$ cat src/rtl/ifu_fetch.sv
// Instruction fetch stage: architectural PC, single-outstanding imem request FSM
// and a small registered {inst, pc} FIFO toward decode; a redirect flushes both.
module ifu_fetch #(
   parameter logic [31:0] RESET_PC = 32'h8000_0000,
   parameter int unsigned DEPTH    = 2
) (
   input  logic        clk,
   input  logic        rst_n,
   output logic        imem_req_valid,
   input  logic        imem_req_ready,
   output logic [31:0] imem_req_addr,
   input  logic        imem_rsp_valid,
   input  logic [31:0] imem_rsp_data,
   output logic        inst_valid,
   input  logic        inst_ready,
   output logic [31:0] inst,
   output logic [31:0] inst_pc,
   input  logic        redirect_valid,
   input  logic [31:0] redirect_pc
);

   localparam int unsigned AW = $clog2(DEPTH);
   localparam int unsigned CW = $clog2(DEPTH + 1);

   typedef enum logic [1:0] {IDLE, REQ, WAIT, DROP} state_t;

   state_t         state, state_nx;
   logic [31:0]    pc, pc_nx;
   logic [CW-1:0]  count, count_nx;
   logic [AW-1:0]  rd_ptr, rd_ptr_nx;
   logic [AW-1:0]  wr_ptr, wr_ptr_nx;
   logic [31:0]    data_mem [DEPTH];
   logic [31:0]    pc_mem   [DEPTH];
   logic           req_valid_nx;
   logic           handshake;
   logic           push;
   logic           pop;
   logic           unused_bits;

   assign handshake     = imem_req_valid & imem_req_ready;
   assign pop           = inst_valid & inst_ready;
   assign imem_req_addr = pc;
   assign inst_valid    = (count != '0);
   assign inst          = data_mem[rd_ptr];
   assign inst_pc       = pc_mem[rd_ptr];
   assign unused_bits   = ^redirect_pc[1:0];

   always_comb begin
      // NOTE: every signal gets a default first so no path through this block infers a latch.
      state_nx = state;
      pc_nx    = pc;
      push     = 1'b0;

      case (state)
         IDLE: state_nx = REQ;
         REQ:  if (handshake) state_nx = WAIT;
         WAIT: begin
            if (imem_rsp_valid) begin
               push     = 1'b1;
               pc_nx    = pc + 32'd4;
               state_nx = REQ;
            end
         end
         DROP: if (imem_rsp_valid) state_nx = REQ;
         default: state_nx = IDLE;
      endcase

      // A redirect wins over everything; a request already accepted must drain through DROP.
      if (redirect_valid) begin
         push  = 1'b0;
         pc_nx = {redirect_pc[31:2], 2'b00};
         case (state)
            REQ:     state_nx = handshake ? DROP : REQ;
            WAIT:    state_nx = imem_rsp_valid ? REQ : DROP;
            DROP:    state_nx = imem_rsp_valid ? REQ : DROP;
            default: state_nx = REQ;
         endcase
      end

      rd_ptr_nx = rd_ptr;
      wr_ptr_nx = wr_ptr;
      if (redirect_valid) begin
         count_nx  = '0;
         rd_ptr_nx = '0;
         wr_ptr_nx = '0;
      end else begin
         count_nx = count + CW'(push) - CW'(pop);
         if (push) wr_ptr_nx = wr_ptr + AW'(1);
         if (pop)  rd_ptr_nx = rd_ptr + AW'(1);
      end

      // Registered request valid: with nothing in flight in REQ, issue needs a free slot.
      req_valid_nx = (state_nx == REQ) && (count_nx < CW'(DEPTH));
   end

   always_ff @(posedge clk or negedge rst_n) begin
      if (!rst_n) begin
         state          <= IDLE;
         pc             <= RESET_PC;
         count          <= '0;
         rd_ptr         <= '0;
         wr_ptr         <= '0;
         imem_req_valid <= 1'b0;
         // NOTE: the tiny FIFO storage is reset so inst/inst_pc read zero out of reset.
         for (int i = 0; i < int'(DEPTH); i++) begin
            data_mem[i] <= '0;
            pc_mem[i]   <= '0;
         end
      end else begin
         state          <= state_nx;
         pc             <= pc_nx;
         count          <= count_nx;
         rd_ptr         <= rd_ptr_nx;
         wr_ptr         <= wr_ptr_nx;
         imem_req_valid <= req_valid_nx;
         if (push) begin
            data_mem[wr_ptr] <= imem_rsp_data;
            pc_mem[wr_ptr]   <= pc;
         end
      end
   end

endmodule

$ cat config.mk
export PLATFORM = sky130hd
export DESIGN_NAME = ifu_fetch
export DESIGN_NICKNAME = d
export VERILOG_FILES = /design/src/rtl/ifu_fetch.sv
export SDC_FILE = /design/constraint.sdc
export NUM_CORES = 1
export LEC_CHECK = 0
export BUFFER_PORTS_ARGS = -buffer_cell sky130_fd_sc_hd__clkbuf_2
export CAP_MARGIN = 0
export CORE_UTILIZATION = 55
export CTS_BUF_LIST = sky130_fd_sc_hd__clkbuf_8
export DETAILED_ROUTE_END_ITERATION = 8
export GPL_ROUTABILITY_DRIVEN = 0
export GPL_TIMING_DRIVEN = 0
export PLACE_DENSITY = 0.81
export SYNTH_ARGS = -nofsm -noshare
export SYNTH_HDL_FRONTEND = slang
export SYNTH_SLANG_ARGS = --single-unit
export TNS_END_PERCENT = 20
$ cat constraint.sdc
create_clock -name clk -period 6.25 [get_ports clk]
set_clock_uncertainty 0.05 [all_clocks]
set_input_delay 0.625 -clock clk [delete_from_list [all_inputs] [get_ports clk]]
set_output_delay 0.625 -clock clk [all_outputs]
set_load 0.01 [all_outputs]
==> results_dict.tcl, run 1 <==
set metrics [dict create \
    status "finished, final reports clean" \
    grt_pass1_wl_um 27600 \
    core_area_um2 13200 \
    h-tree-depth 4 \
    cts_tree "done" \
    crit_family "buffers and inverters" \
    rsz0062_at_grt "false" \
    grt_max_degree 94 \
    cts_sinks 161 \
    rows 42 \
    die-area_um2 13900 \
    cp_slowest_stage_delay_ns 0.60 \
    grt_pass1_vias 5461 \
    maxCapViolCount 0 \
    report.final.slew_viol_count 0 \
    post_cts_resized 0 \
    ys.warnings.count 0 \
    ys_seq_area_frac 0.544 \
    clkSlewWorstSetupHoldPaths_ns 0.08 \
    clockBufferDepth 2 \
    ys.flop_type "dfrtp_1" \
    ios 168 \
    ir_drop_mv 0.230 \
    cts_root_buf "clkbuf_8" \
    vias 5318 \
    drc 0 \
    hpwl_um 12000 \
    timing.hold.ws_ns 0.115 \
    finalHoldViolCount 0 \
    critPathMaxFanout 10 \
    numPortBuffers 160 \
    syn_area_um2 7410 \
    wirelength_um 16800 \
    nNetsFinal 826 \
    critPathLaunchType "flip-flop" \
    ys_seq_elements 161 \
    place_inst 910 \
    crit_slowest_cell "buf_1" \
    syn-instance-count 570 \
    async_reset_ff_frac 1.00 \
    post_cts_buffers 0 \
    die_w_um 118 \
    cts_hold_buf 0 \
    final.setup.tns_ns 0 \
    max_freq_mhz 333 \
    setup_viol 0 \
    syn_to_final_growth_pct 20.7 \
    fin_crit_ns 3.00 \
    critPathRequiredTime_ns 5.57 \
    final_cells 942 \
    track_usage 0.255 \
    clk_latency_ns 0.45 \
    critPathKind "flip-flop to output pin" \
    viasPerCell 5.65 \
    path_cells "clkbuf_1 -> buf_1 -> mux2_2 -> clkbuf_2" \
    slew_headroom 0.402 \
    synth.distinct_cells 39 \
    start_util 0.562 \
    n_antenna_cell 0 \
    powerDensity_nw_per_um2 343 \
    timing.critical_path.buf_inv 3 \
    worst_pin_slew_ns 0.893 \
    synth_top_cells_by_area "dfrtp_1 (54%), mux2_2 (28%), or4_1 (1.8%)" \
    leakagePower_nw 4.50 \
    antenna_found_initial 0 \
    synth_area_per_cell_um2 13.0 \
    timing.rr.start "state[0]" \
    crit_start "rd_ptr" \
    yosysTopAreaCell "dfrtp_1" \
    end_kind "output pin" \
    overflow 0 \
    drt_pass1_iterations 5 \
    drt_iter0_markers 294 \
    arrival_ns 2.33 \
    hold_path_class "primary input to async pin" \
    period_share 0.480 \
    die_h_um 118 \
    synth_edf_count 0 \
    ant_nets 0 \
    routedWlPerCell_um 17.8 \
    netlist.area_leader.share 0.540 \
    drive_above_1_share 0.517 \
    cts_buffers 17 \
]
## cell families (layout without fill, tap and decap cells)
family          after synthesis  count (layout)  share of synthesized area
mux                         187             187                      0.284
flops                       161             161                      0.544
simple gates                114             114                     0.0831
compound gates               48              48                     0.0415
buf+inv                      43             236                     0.0269
xor+xnor                     13              13                     0.0154
fa+ha+maj                     3               3                    0.00507
other cells                   1               4                   0.000506
## state kept, by name, indices dropped and copies added (netlist names)
register / flops
state: 2
pc_mem: 60
count: 2
imem_req_valid: 1
imem_req_addr: 30
rd_ptr: 1
data_mem: 64
wr_ptr: 1
## cell type report
type | count | area (um^2)
Fill cell | 1022 | 4250
Sequential cell | 161 | 4030
Multi-Input combinational cell | 369 | 3190
Timing Repair Buffer | 161 | 837
Clock buffer | 18 | 248
Clock inverter | 14 | 220
Tap cell | 176 | 220
Buffer | 38 | 180
Inverter | 5 | 18.8
## worst paths after layout
check,slack [ns],end,depth (start not counted)
worst max-delay path,3.25,inst_pc[30],4
min in group clk,0.33,imem_req_addr[7],3
worst max register to register,3.58,pc_mem[45],6
worst min-delay path,0.12,data_mem[5],1
max in group asynchronous,5.20,pc_mem[37],2
worst min register to register,0.44,pc_mem[22],2
## power by group
| group | internal [W] | total (W) | switching, W |
|---|---|---|---|
| registers | 0.00124 | 0.00137 | 0.000128 |
| logic | 0.000443 | 0.000817 | 0.000374 |
| clock network | 0.000520 | 0.000884 | 0.000365 |
## routing by layer
| metal | vias up | wire (um) | GRT usage |
|---|---|---|---|
| met5 | - | 0 | 0 |
| met4 | 0 | 227 | 0.0801 |
| met3 | 23 | 855 | 0.0683 |
| met2 | 191 | 8480 | 0.419 |
| met1 | 2669 | 7210 | 0.328 |
| li1 | 2435 | - | - |
## worst reg2reg max path: cells and delay by family (launching register included)
kind	cells	cell delay (ns)
muxes	1	0.38
DFF	1	0.41
buffers and inverters	2	0.69
and+or+nand+nor	3	1.03
## cell usage after synthesis, types with 4 or more instances
cell type	instances
nor2_1	19
nand2_1	30
buf_2	12
or4_1	18
nand4_1	9
buf_4	4
nand3_1	15
o211ai_1	5
mux2i_1	4
dfrtp_1	160
clkbuf_1	15
o31ai_1	12
xor2_1	7
mux2_2	183
buf_1	6
and3_1	4
o21ai_0	15
a31oi_1	14
xnor2_1	6
inv_1	4
## stage by stage
step	setup slack (ns)	cell area (um^2)	total power, W	utilization
after CTS	3.22	8940	0.00310	0.678
after global routing	3.08	8940	0.00323	0.678
after floorplan	4.09	7420	0.00187	-
after global placement	1.91	8440	0.00217	0.640
final	3.25	8940	0.00307	0.678
after detailed placement	3.25	8480	0.00221	0.643
## cells in the final DEF (no fill, tap or decap), drive strengths merged, types with 9 or more instances in the layout
master / instances
nand4: 9
nor2: 19
o21ai: 15
mux2: 183
a31oi: 14
or4: 19
buf: 24
dfrtp: 160
nand2: 30
clkbuf: 193
nand3: 16
o31ai: 12
Power figures use the tool's default switching activity.
==> run 2, diff against run 1 <==
clock period = 2.8 ns   (was 6.25 ns; I/O delays follow)
==> run 2 against run 1 <==
  * Via count rose by 1.9%
  * Cell area grew 2.8%
  * Clock power is 120% higher
  * Critical path depth unchanged
  * Flip-flop and latch count unchanged
  * Non-clock buffer count increased by 25
  * Count of clock-buffer cells in the layout stayed put
  * Worst hold slack worse by 0.088 ns
  * First-iteration DRC count is 8.8% higher
  * Die area is the same
  * Final cell count is 2.7% higher
==> results_dict.tcl, run 2 (synthesized netlist as in run 1, its figures left out) <==
set metrics [dict create \
    met1Wirelength_um 7300 \
    p_switching_w 0.00194 \
    place_inst 910 \
    hold_path_class "primary input to flip-flop" \
    antenna_found_initial 0 \
    dr_wl_met3_um 877 \
    drt_iter0_markers 320 \
    largest_register "data_mem" \
    mostFrequentLayoutCell "mux2_2" \
    h-tree-depth 4 \
    die_w_um 118 \
    rsz0062_at_grt "false" \
    routedWlPerCell_um 17.8 \
    clk_latency_ns 0.46 \
    fin_util 0.697 \
    period_share 0.929 \
    track_usage 0.259 \
    final_cells 967 \
    viasPerCell 5.60 \
    grt_max_degree 94 \
    n_antenna_cell 0 \
    grt_pass1_vias 5604 \
    critPathLaunchType "flip-flop" \
    finalHoldViolCount 0 \
    switching_share 0.282 \
    fin_area_um2 9200 \
    clockPowerShare 0.287 \
    drt_pass1_iterations 5 \
    cts_buffers 17 \
    ant_nets 0 \
    critPathMaxFanout 10 \
    core_area_um2 13200 \
    layout_common_cells "mux2_2 (183), clkbuf_2 (160), dfrtp_1 (160)" \
    wl_met2_um 8690 \
    numPortBuffers 160 \
    end_kind "output pin" \
    p_int_w 0.00494 \
    vias 5419 \
    die_h_um 118 \
    dr.max_layer_used "met4" \
    maxCapViolCount 0 \
    report.final.slew_viol_count 0 \
    powerDensity_nw_per_um2 749 \
    rows 42 \
    seq_power_share 0.444 \
    ios 168 \
    critPathKind "flip-flop to output pin" \
    syn_to_final_growth_pct 24.2 \
    leakagePower_nw 4.61 \
    drive_above_1_share 0.503 \
    status "finished, final reports clean" \
    clockBufferDepth 2 \
    grt_pass1_wl_um 28200 \
    cts_tree "done" \
    cts_root_buf "clkbuf_8" \
    max_freq_mhz 384 \
    setup_viol 0 \
    hpwl_um 12000 \
    hold_depth 2 \
    arrival_ns 2.27 \
    drc 0 \
    post_cts_buffers 0 \
    wirelength_um 17200 \
    die-area_um2 13900 \
    clkSlewWorstSetupHoldPaths_ns 0.08 \
    critPathRequiredTime_ns 2.47 \
    overflow 0 \
    comb_power_share 0.269 \
    power.total_w 0.00689 \
    slew_headroom 0.564 \
    place_area_um2 8480 \
    largest_reg_flops 64 \
    fin_crit_ns 2.60 \
    ir_drop_mv 0.513 \
    nNetsFinal 851 \
    reg2reg_depth 6 \
    cts_sinks 161 \
    final.setup.tns_ns 0 \
    worst_pin_slew_ns 0.654 \
    start_util 0.562 \
]
[run 2: power groups by stage]
| stage | registers, W | logic [W] | clock network [W] |
|---|---|---|---|
| floorplan | 0.00302 | 0.00116 | 0 |
| global placement | 0.00305 | 0.00178 | 0 |
| detailed placement | 0.00310 | 0.00183 | 0 |
| CTS | 0.00306 | 0.00187 | 0.00201 |
| global route | 0.00312 | 0.00201 | 0.00210 |
| finish | 0.00306 | 0.00186 | 0.00197 |
[run 2: per-stage QoR]
stage               setup slack, ns  hold slack [ns]
finish                        0.199           0.0271
global route                 0.0164          0.00395
CTS                          0.0685         0.000344
detailed placement           0.0897            0.261
global placement              -1.19            0.414
floorplan                     0.744          -0.0656
[run 2: final timing paths]
| path | end | start | slack [ns] |
|---|---|---|---|
| min in group asynchronous | data_mem[5] | rst_n | 0.34 |
| max | inst_pc[15] | rd_ptr | 0.20 |
| min | data_mem[60] | imem_rsp_data[28] | 0.03 |
| min reg2reg | pc_mem[22] | pc_mem[22] | 0.44 |
| max in group asynchronous | pc_mem[37] | rst_n | 1.52 |
| max reg2reg | pc_mem[29] | state[1] | 0.25 |
[run 2: area by class of cell]
| class | count | area, um^2 |
|---|---|---|
| multi-input combinational | 369 | 3190 |
| fill | 987 | 3990 |
| inverter | 5 | 18.8 |
| timing repair buffer | 186 | 1090 |
| sequential | 161 | 4030 |
| clock buffer | 18 | 248 |
| tap | 176 | 220 |
| buffer | 38 | 181 |
| clock inverter | 14 | 220 |
[run 2: layer usage]
metal,global-route usage,vias up
li1,-,2485
met3,0.0596,29
met1,0.331,2718
met4,0.0946,0
met5,0,-
met2,0.433,187
[run 2: repair_timing]
action | in CTS | in global routing
hold endpoints to repair | 93 | 0
gates resized for setup | 0 | 2
hold buffers | 25 | 0
endpoints found under the setup margin | 0 | 64
[run 2: worst max-delay path, cell delays in order (launching register included)]
cell,delay (ns)
dfrtp_1,0.33
clkbuf_1,0.38
buf_1,0.56
mux2_2,0.42
clkbuf_2,0.13
